## src/rtl/mem_port_arbiter_pkg.sv

```systemverilog
`default_nettype none
// ============================================================================
//  Module   : mem_port_arbiter_pkg
//  Brief    : Shared types and constants for the unified memory-port arbiter
//             (requester ownership, arbiter state, full byte-enable mask).
//  Revision : 1.0 - initial release
// ============================================================================
package mem_port_arbiter_pkg;

    // Which requester owns the outstanding memory transaction
    typedef enum logic [0:0] {
        OWNER_INSTR = 1'b0,
        OWNER_DATA  = 1'b1
    } mem_owner_t;

    // Arbiter top-level state
    typedef enum logic [0:0] {
        ARB_IDLE     = 1'b0,
        ARB_WAIT_RSP = 1'b1
    } arb_state_t;

    // Instruction fetches always read a whole word
    localparam logic [3:0] MEM_BE_FULL = 4'hF;

endpackage : mem_port_arbiter_pkg
`default_nettype wire

```

## src/rtl/mem_port_arbiter_watchdog.sv

```systemverilog
`default_nettype none
// ============================================================================
//  Module   : mem_port_arbiter_watchdog
//  Brief    : Response watchdog. Cleared when a transaction is accepted,
//             counts while a response is awaited, and flags the last allowed
//             waiting cycle so the arbiter can force an error response.
//  Revision : 1.0 - initial release
// ============================================================================
module mem_port_arbiter_watchdog #(
    parameter int unsigned TIMEOUT_CYCLES = 16
) (
    input  logic clk,
    input  logic reset,
    input  logic i_clear,
    input  logic i_enable,
    output logic o_terminal
);

    // Last waiting cycle index; the count starts at 0 in the first wait cycle
    localparam logic [7:0] c_last = 8'(TIMEOUT_CYCLES - 1);

    logic [7:0] r_count;

    // Cycle counter: clear on a new grant, advance while waiting
    always_ff @(posedge clk) begin
        if (reset || i_clear) begin
            r_count <= 8'd0;
        end else if (i_enable) begin
            r_count <= r_count + 8'd1;
        end
    end

    assign o_terminal = (r_count == c_last);

endmodule : mem_port_arbiter_watchdog
`default_nettype wire

```

## src/rtl/mem_port_arbiter.sv

```systemverilog
`default_nettype none
// ============================================================================
//  Module   : mem_port_arbiter
//  Brief    : Shares one memory port between instruction fetch and data
//             access. Data has priority unless instruction has been starved
//             for MAX_STARVE consecutive data grants. One transaction is
//             outstanding at a time; a hung response becomes an error reply.
//  Revision : 1.0 - initial release
// ============================================================================
module mem_port_arbiter
    import mem_port_arbiter_pkg::*;
#(
    parameter int unsigned TIMEOUT_CYCLES = 16,
    parameter int unsigned MAX_STARVE     = 4
) (
    input  logic        clk,
    input  logic        reset,
    // instruction requester
    input  logic        i_req,
    input  logic [31:0] i_addr,
    output logic        i_gnt,
    output logic        i_rvalid,
    // data requester
    input  logic        d_req,
    input  logic        d_we,
    input  logic [31:0] d_addr,
    input  logic [31:0] d_wdata,
    input  logic [3:0]  d_be,
    output logic        d_gnt,
    output logic        d_rvalid,
    // shared response
    output logic [31:0] rdata,
    output logic        rsp_err,
    // memory side
    output logic        m_req,
    output logic        m_we,
    output logic [31:0] m_addr,
    output logic [31:0] m_wdata,
    output logic [3:0]  m_be,
    input  logic        m_ready,
    input  logic        m_rvalid,
    input  logic [31:0] m_rdata,
    // status
    output logic        busy
);

    localparam logic [3:0] c_max_starve = 4'(MAX_STARVE);

    arb_state_t r_state;
    mem_owner_t r_owner;
    logic [3:0] r_starve_cnt;

    logic w_idle;
    logic w_wait;
    logic w_data_wins;
    logic w_instr_wins;
    logic w_accept;
    logic w_timeout;
    logic w_rsp;

    // Outputs are forced quiet while reset is asserted
    assign w_idle = (r_state == ARB_IDLE)     && !reset;
    assign w_wait = (r_state == ARB_WAIT_RSP) && !reset;

    // Data wins unless instruction is waiting and has been starved enough
    assign w_data_wins  = d_req && (!i_req || (r_starve_cnt < c_max_starve));
    assign w_instr_wins = i_req && !w_data_wins;

    assign m_req    = w_idle && (i_req || d_req);
    assign w_accept = m_req && m_ready;

    assign i_gnt = w_accept && w_instr_wins;
    assign d_gnt = w_accept && w_data_wins;

    // A real response beats a coincident timeout
    assign w_rsp    = w_wait && (m_rvalid || w_timeout);
    assign i_rvalid = w_rsp && (r_owner == OWNER_INSTR);
    assign d_rvalid = w_rsp && (r_owner == OWNER_DATA);
    assign rdata    = (w_wait && m_rvalid) ? m_rdata : 32'd0;
    assign rsp_err  = w_rsp && !m_rvalid;
    assign busy     = w_wait;

    // Memory request fields steered from the current arbitration winner
    always_comb begin
        m_we    = 1'b0;
        m_addr  = 32'd0;
        m_wdata = 32'd0;
        m_be    = 4'd0;
        if (w_idle && w_data_wins) begin
            m_we    = d_we;
            m_addr  = d_addr;
            m_wdata = d_wdata;
            m_be    = d_be;
        end else if (w_idle && w_instr_wins) begin
            m_addr  = i_addr;
            m_be    = MEM_BE_FULL;
        end
    end

    // Arbiter state, transaction owner and starvation tracking
    always_ff @(posedge clk) begin
        if (reset) begin
            r_state      <= ARB_IDLE;
            r_owner      <= OWNER_INSTR;
            r_starve_cnt <= 4'd0;
        end else begin
            case (r_state)
                ARB_IDLE: begin
                    if (w_accept) begin
                        r_state <= ARB_WAIT_RSP;
                        r_owner <= w_data_wins ? OWNER_DATA : OWNER_INSTR;
                    end
                    // No pending fetch means nobody is being starved
                    if (!i_req) begin
                        r_starve_cnt <= 4'd0;
                    end else if (w_accept && w_instr_wins) begin
                        r_starve_cnt <= 4'd0;
                    end else if (w_accept && w_data_wins &&
                                 (r_starve_cnt < c_max_starve)) begin
                        r_starve_cnt <= r_starve_cnt + 4'd1;
                    end
                end
                ARB_WAIT_RSP: begin
                    if (m_rvalid || w_timeout) begin
                        r_state <= ARB_IDLE;
                    end
                end
                default: begin
                    r_state <= ARB_IDLE;
                end
            endcase
        end
    end

    mem_port_arbiter_watchdog #(
        .TIMEOUT_CYCLES (TIMEOUT_CYCLES)
    ) u_watchdog (
        .clk        (clk),
        .reset      (reset),
        .i_clear    (w_accept),
        .i_enable   (r_state == ARB_WAIT_RSP),
        .o_terminal (w_timeout)
    );

endmodule : mem_port_arbiter
`default_nettype wire

```

## config.mk

```make
export PLATFORM = sky130hd
export DESIGN_NAME = mem_port_arbiter
export DESIGN_NICKNAME = d
export VERILOG_FILES = /design/src/rtl/mem_port_arbiter_pkg.sv /design/src/rtl/mem_port_arbiter_watchdog.sv /design/src/rtl/mem_port_arbiter.sv
export SDC_FILE = /design/constraint.sdc
export NUM_CORES = 1
export LEC_CHECK = 0
export BUFFER_PORTS_ARGS = -buffer_cell sky130_fd_sc_hd__buf_2
export CAP_MARGIN = 20
export CELL_PAD_IN_SITES_DETAIL_PLACEMENT = 1
export CELL_PAD_IN_SITES_GLOBAL_PLACEMENT = 1
export CORE_MARGIN = 1.5
export CORE_UTILIZATION = 18
export CTS_CLUSTER_SIZE = 25
export DETAILED_ROUTE_END_ITERATION = 8
export GPL_TIMING_DRIVEN = 0
export PLACE_DENSITY = 0.86
export SETUP_SLACK_MARGIN = 0.02
export SYNTH_ARGS = -nofsm -noshare
export SYNTH_HDL_FRONTEND = slang
export SYNTH_SLANG_ARGS = --single-unit
export TNS_END_PERCENT = 1
```

## constraint.sdc

```tcl
create_clock -name clk -period 2.79 [get_ports clk]
set_clock_uncertainty 0.05 [all_clocks]
set_input_delay 0.1395 -clock clk [delete_from_list [all_inputs] [get_ports clk]]
set_output_delay 0.1395 -clock clk [all_outputs]
set_load 0.02 [all_outputs]
```

==> results of run 1 <==
through the flow:
stage,power [mW],setup slack [ns],cells,hold WS (ns),instance area [sq um]
global placement,0.595,0.853,557,0.385,2920
finish,0.793,0.635,561,0.138,2980
detailed placement,0.603,0.859,557,0.391,2920
global route,0.841,0.445,561,0.148,2980
floorplan,0.412,1.17,207,0.222,1560
CTS,0.806,0.576,561,0.130,2980
how the worst max path moves through the flow:
stage                            startpoint          to  slack (ns)  cells past startpoint
2_1_floorplan  r_starve_cnt[3]$_SDFFE_PP0P_  m_addr[10]        1.17                      5
3_3_place_gp             r_state$_SDFF_PP0_  m_addr[28]        0.85                      7
3_5_place_dp             r_state$_SDFF_PP0_  m_addr[22]        0.86                      6
4_1_cts                  r_state$_SDFF_PP0_  m_addr[22]        0.58                      6
5_1_grt                  r_state$_SDFF_PP0_  m_addr[25]        0.44                      6
6_report                 r_state$_SDFF_PP0_  m_addr[22]        0.64                      6
layer usage:
layer,GRT usage [%],share of wire [%],vias to the layer above
li1,-,-,1253
met3,3.63,8.7,9
met4,4.04,1.4,0
met5,0,0,-
met2,32.8,52,120
met1,18.8,38,1146
area by class of cell:
cell class                 count  share of cell area (%)
tap                          105                    4.42
buffer                        20                    3.78
timing repair buffer         245                    41.2
multi-input combinational    170                    38.9
inverter                       3                   0.378
clock buffer                   4                    1.85
sequential                    14                    9.42
state kept, by name, summed over array words and instances (netlist names):
| name | count |
|---|---|
| u_watchdog.r_count | 8 |
| r_state | 1 |
| r_owner | 1 |
| r_starve_cnt | 4 |
power by group through the flow:
stage	sequential (mW)	combinational [mW]	clock, mW
floorplan	0.212	0.200	0
global placement	0.213	0.382	0
detailed placement	0.214	0.389	0
CTS	0.210	0.391	0.205
global route	0.210	0.417	0.213
finish	0.210	0.387	0.196
layout by cell type (no fill, tap or decap), drive strengths merged, types with 2 or more instances in the layout:
cell	synthesis	final
nand4	4	4
dfxtp	14	14
or3	4	4
nor2b	2	2
and2	34	34
mux2i	2	2
o21ai	5	5
buf	8	253
clkbuf	12	16
nand2	4	4
nor2	13	13
nor3	2	2
a21oi	4	4
ha	2	2
nand3	3	3
and3	34	34
inv	3	3
xor2	3	3
a22o	33	33
a21o	4	4
or3b	2	2
nand2b	3	3
cell families (layout without fill, tap and decap cells):
family                     count (synthesis)  after routing  synth area share, %
and+or+nand+nor                          110            110                 42.4
AOI/OAI and AO/OA                         52             52                 26.7
buffers and inverters                     23            272                 7.93
DFF                                       14             14                 17.9
xor gates and xnor gates                   4              4                 2.24
adders and majority gates                  2              2                 1.60
muxes                                      2              2                 1.28
==> impl_metrics.json, run 1 <==
{
  "outcome": "finished, final reports clean",
  "synth_cell_types": 40,
  "synth.most_common_cell": "and2_1",
  "clockPowerShare_pct": 24.8,
  "ys_seq_area_share_pct": 17.9,
  "vias": 2528,
  "switching_share_pct": 36.8,
  "grt_pass1_vias": 2457,
  "hp-class": "in2reg",
  "cts_max_level": 1,
  "synthArstFlopShare_pct": 0,
  "r2r_start": "r_state$_SDFF_PP0_",
  "final_net_count": 598,
  "num_rows": 33,
  "track_usage_pct": 17.1,
  "synth_seq_cells": 14,
  "p_int_mw": 0.501,
  "gp_congestion": 0.902,
  "post_cts_buffers": 0,
  "ant_nets": 0,
  "wl_per_cell_microns": 16.2,
  "root_buffer": "clkbuf_8",
  "leakagePower_nw": 1.91,
  "hold_depth": 2,
  "drive_gt1_share_pct": 57.2,
  "relSlewSlack_pct": 62.1,
  "crit_family": "buffers and inverters",
  "drv_cap": 0,
  "antenna_found_initial": 0,
  "die_h_microns": 96.2,
  "synth_edf_count": 0,
  "area.sequential_sq_um": 280,
  "clk_path_buf_depth": 2,
  "vias_per_cell": 4.51,
  "cts_sinks": 14,
  "fin_setup_tns_ns": 0,
  "cts_made_buffers": 3,
  "required_ns": 2.60,
  "critPathMaxStageDelay_ns": 0.39,
  "drtIter0Drc": 39,
  "diodes": 0,
  "wirelength_mm": 9.10,
  "criticalPathCategory": "reg2out",
  "tightest_slew_ns": 0.567,
  "crit_arrival_ns": 1.97,
  "ir_worst_vdd_mv": 0.161,
  "synth_top_area_share_pct": 18.5,
  "crit_path_frequent_cell": "clkbuf_1",
  "start_util_pct": 18.8,
  "die_w_microns": 96.2,
  "syn_area_sq_um": 1560,
  "port-buffer-count": 245,
  "nFillCells": 1130,
  "path_cells": "nor2_1, and3_1, clkbuf_1, clkbuf_1, a22o_1, buf_2",
  "area_delta_synth_final_pct": 90.4,
  "maxSlewViolCount": 0,
  "cp_slowest_cell": "clkbuf_1",
  "ios": 247,
  "start_kind": "flop",
  "multiInputGateArea_sq_um": 1160,
  "max_freq_mhz": 464,
  "cp-end-kind": "output pin",
  "cts_tree": "done",
  "ys_top_cells_by_count": "and2_1, a22o_1, and3_1",
  "coreArea_sq_um": 8300,
  "grt_max_degree": 11,
  "postSynthCellCount": 207,
  "post-route-period-util_pct": 77.2,
  "finalSetupViolCount": 0,
  "pwr-share-comb_pct": 48.8,
  "hold_viol_final": 0,
  "drc_errors": 0,
  "hpwlAfterDp_mm": 7.99,
  "timing.rr.end": "r_starve_cnt[2]$_SDFFE_PP0P_",
  "yosysTopAreaCell": "a22o_1",
  "syn_avg_cell_area_sq_um": 7.55,
  "netlist_top_cells_area": "a22o_1, dfxtp_1, and2_1",
  "clk_pin_slew_ns": 0.06,
  "hold_end": "r_starve_cnt[2]$_SDFFE_PP0P_",
  "reg2reg_slack_ns": 1.27,
  "power_frac_seq_pct": 26.5,
  "cts_hold_buffers": 0,
  "grt_pass1_wl_mm": 12.2,
  "insertion_delay_ns": 0.25,
  "grt.overflow.total": 0,
  "yosys_most_used_dff": "dfxtp_1",
  "yosysWarnings": 0,
  "post-route-min-period_ns": 2.15,
  "final_core_util_pct": 35.9,
  "min-delay-start": "reset",
  "p_switching_mw": 0.292,
  "powerDensity_nw_per_um2": 267,
  "rsz0062_at_grt": "false",
  "cts_resized": 0,
  "syn_nets": 348,
  "drt_pass1_iterations": 4,
  "dieArea_sq_um": 9250,
  "cp_max_fo": 10,
  "cp_num_buf_inv": 3,
  "reg2reg_depth": 3
}
Note: power is estimated with default switching activity, not from simulation.
==> run 2, diff against run 1 <==
Settings changed: CORE_UTILIZATION 18 to 15, PLACE_DENSITY 0.86 to 0.76.
Clock period 2.79 ns to 1.9 ns, I/O delays scaled along.
==> run 2 against run 1 <==
  * Routed wire length rose by 3.2%
  * Sequential share of layout area shrank 0.51 points
  * Register-to-register slack worse by 0.89 ns
  * Sequential cell count stayed put
  * Non-clock buffer count did not move
  * Cell count grew 5.5%
  * Sequential power increased by 47%
  * Worst setup slack got worse by 0.62 ns
  * Via count up 3.3%
  * Clock power rose by 51%
  * Design area increased by 6.2%
  * Largest cell class unchanged
==> impl_metrics.json, run 2 (synthesis results as in run 1) <==
{
  "ant_nets": 0,
  "grt.overflow.total": 0,
  "rsz0062_at_grt": "true",
  "grt_max_degree": 11,
  "cts_sinks": 14,
  "grt_pass1_vias": 2642,
  "drive_gt1_share_pct": 59.2,
  "post-route-period-util_pct": 99.4,
  "ir_worst_vdd_mv": 0.464,
  "crit_arrival_ns": 1.74,
  "r2r_start": "r_state$_SDFF_PP0_",
  "coreArea_sq_um": 10200,
  "criticalPathCategory": "reg2out",
  "powerDensity_nw_per_um2": 387,
  "finalSetupViolCount": 0,
  "layout_common_cells": "buf_2, and2_1, a22o_1",
  "worst_hold_slack_ns": 0.0780,
  "area_delta_synth_final_pct": 102,
  "wirelength_mm": 9.39,
  "grt_pass1_wl_mm": 14.2,
  "drtIter0Drc": 159,
  "outcome": "finished, final reports clean",
  "hp-class": "in2reg",
  "vias": 2612,
  "layout_commonest_cell": "buf_2",
  "num_rows": 37,
  "start_kind": "flop",
  "hold_viol_final": 0,
  "drv_cap": 0,
  "max_freq_mhz": 530,
  "final_net_count": 598,
  "total_power_mw": 1.22,
  "tightest_slew_ns": 0.616,
  "timing.rr.end": "r_starve_cnt[2]$_SDFFE_PP0P_",
  "reg2reg_slack_ns": 0.38,
  "ios": 247,
  "cts_max_level": 1,
  "drt_pass1_iterations": 4,
  "die_w_microns": 105,
  "maxSlewViolCount": 0,
  "clk_path_buf_depth": 2,
  "relSlewSlack_pct": 58.9,
  "start_util_pct": 15.3,
  "wl_per_cell_microns": 15.9,
  "dieArea_sq_um": 11000,
  "insertion_delay_ns": 0.25,
  "cp-end-kind": "output pin",
  "placed_cell_area_sq_um": 2960,
  "largest-register": "u_watchdog.r_count",
  "root_buffer": "clkbuf_8",
  "leakagePower_nw": 1.95,
  "required_ns": 1.75,
  "cts_hold_buffers": 0,
  "cp_max_fo": 10,
  "hpwlAfterDp_mm": 7.94,
  "critPathCapture": "m_addr[26]",
  "port-buffer-count": 245,
  "largest_reg_flops": 8,
  "gp_congestion": 0.909,
  "fin_area_sq_um": 3160,
  "clk_pin_slew_ns": 0.06,
  "drc_errors": 0,
  "cp-startpoint": "r_starve_cnt[2]$_SDFFE_PP0P_",
  "die_h_microns": 105,
  "reg2reg_depth": 3,
  "post-route-min-period_ns": 1.89,
  "diodes": 0,
  "cts_made_buffers": 3,
  "track_usage_pct": 16.0,
  "antenna_found_initial": 0,
  "largestRegisters": "u_watchdog.r_count x8, r_starve_cnt x4",
  "vias_per_cell": 4.41,
  "cts_tree": "done"
}
run 2: through the flow:
step / TNS, ns / utilization (%) / setup slack (ns) / cells
detailed placement: -0.0591 / 28.9 / -0.0199 / 588
global route: -1.50 / 30.9 / -0.0744 / 592
global placement: -0.0165 / 28.9 / -0.00867 / 588
CTS: 0 / 30.8 / 0.00959 / 592
floorplan: 0 / - / 0.327 / 207
finish: 0 / 30.9 / 0.0119 / 592
run 2: power breakdown:
part / leakage, nW / internal (mW) / total (mW) / switching (mW)
clock network: 0.0288 / 0.184 / 0.295 / 0.111
registers: 0.114 / 0.300 / 0.308 / 0.00830
logic: 1.80 / 0.287 / 0.620 / 0.333
run 2: how the worst min path moves through the flow:
stage	start	to	slack, ns	cells after the start
6_report	reset	r_starve_cnt[2]$_SDFFE_PP0P_	0.08	2
5_1_grt	reset	r_starve_cnt[2]$_SDFFE_PP0P_	0.09	2
4_1_cts	reset	r_starve_cnt[2]$_SDFFE_PP0P_	0.08	2
3_5_place_dp	reset	r_starve_cnt[2]$_SDFFE_PP0P_	0.35	2
3_3_place_gp	reset	r_starve_cnt[2]$_SDFFE_PP0P_	0.34	2
2_1_floorplan	m_ready	r_state$_SDFF_PP0_	0.18	1
run 2: cell type report:
type                       instances  area, sq um
fill                            1325         7070
tap                              136          170
clock buffer                       4         55.1
multi-input combinational        170         1160
buffer                            18          106
timing repair buffer             247         1370
sequential                        14          282
inverter                           3         11.3
run 2: repair_timing:
item | 4_1_cts | 5_1_grt
buffers inserted | 2 | 0
gates resized for setup | 47 | 8
pin swaps | 16 | 4
endpoints found under the setup margin | 78 | 92
run 2: worst max-delay path: stages (launching register included):
cell and delay (ns):
dfxtp_2 0.33, or3b_4 0.39, and3_4 0.24, buf_6 0.15, a22o_1 0.23, buf_2 0.16
run 2: routing by layer:
layer	vias up	routed length (microns)	track usage, %
met5	-	0	0
met4	0	90	1.37
met3	6	651	2.81
met2	129	4780	29.5
met1	1220	3870	20.1
li1	1257	-	-
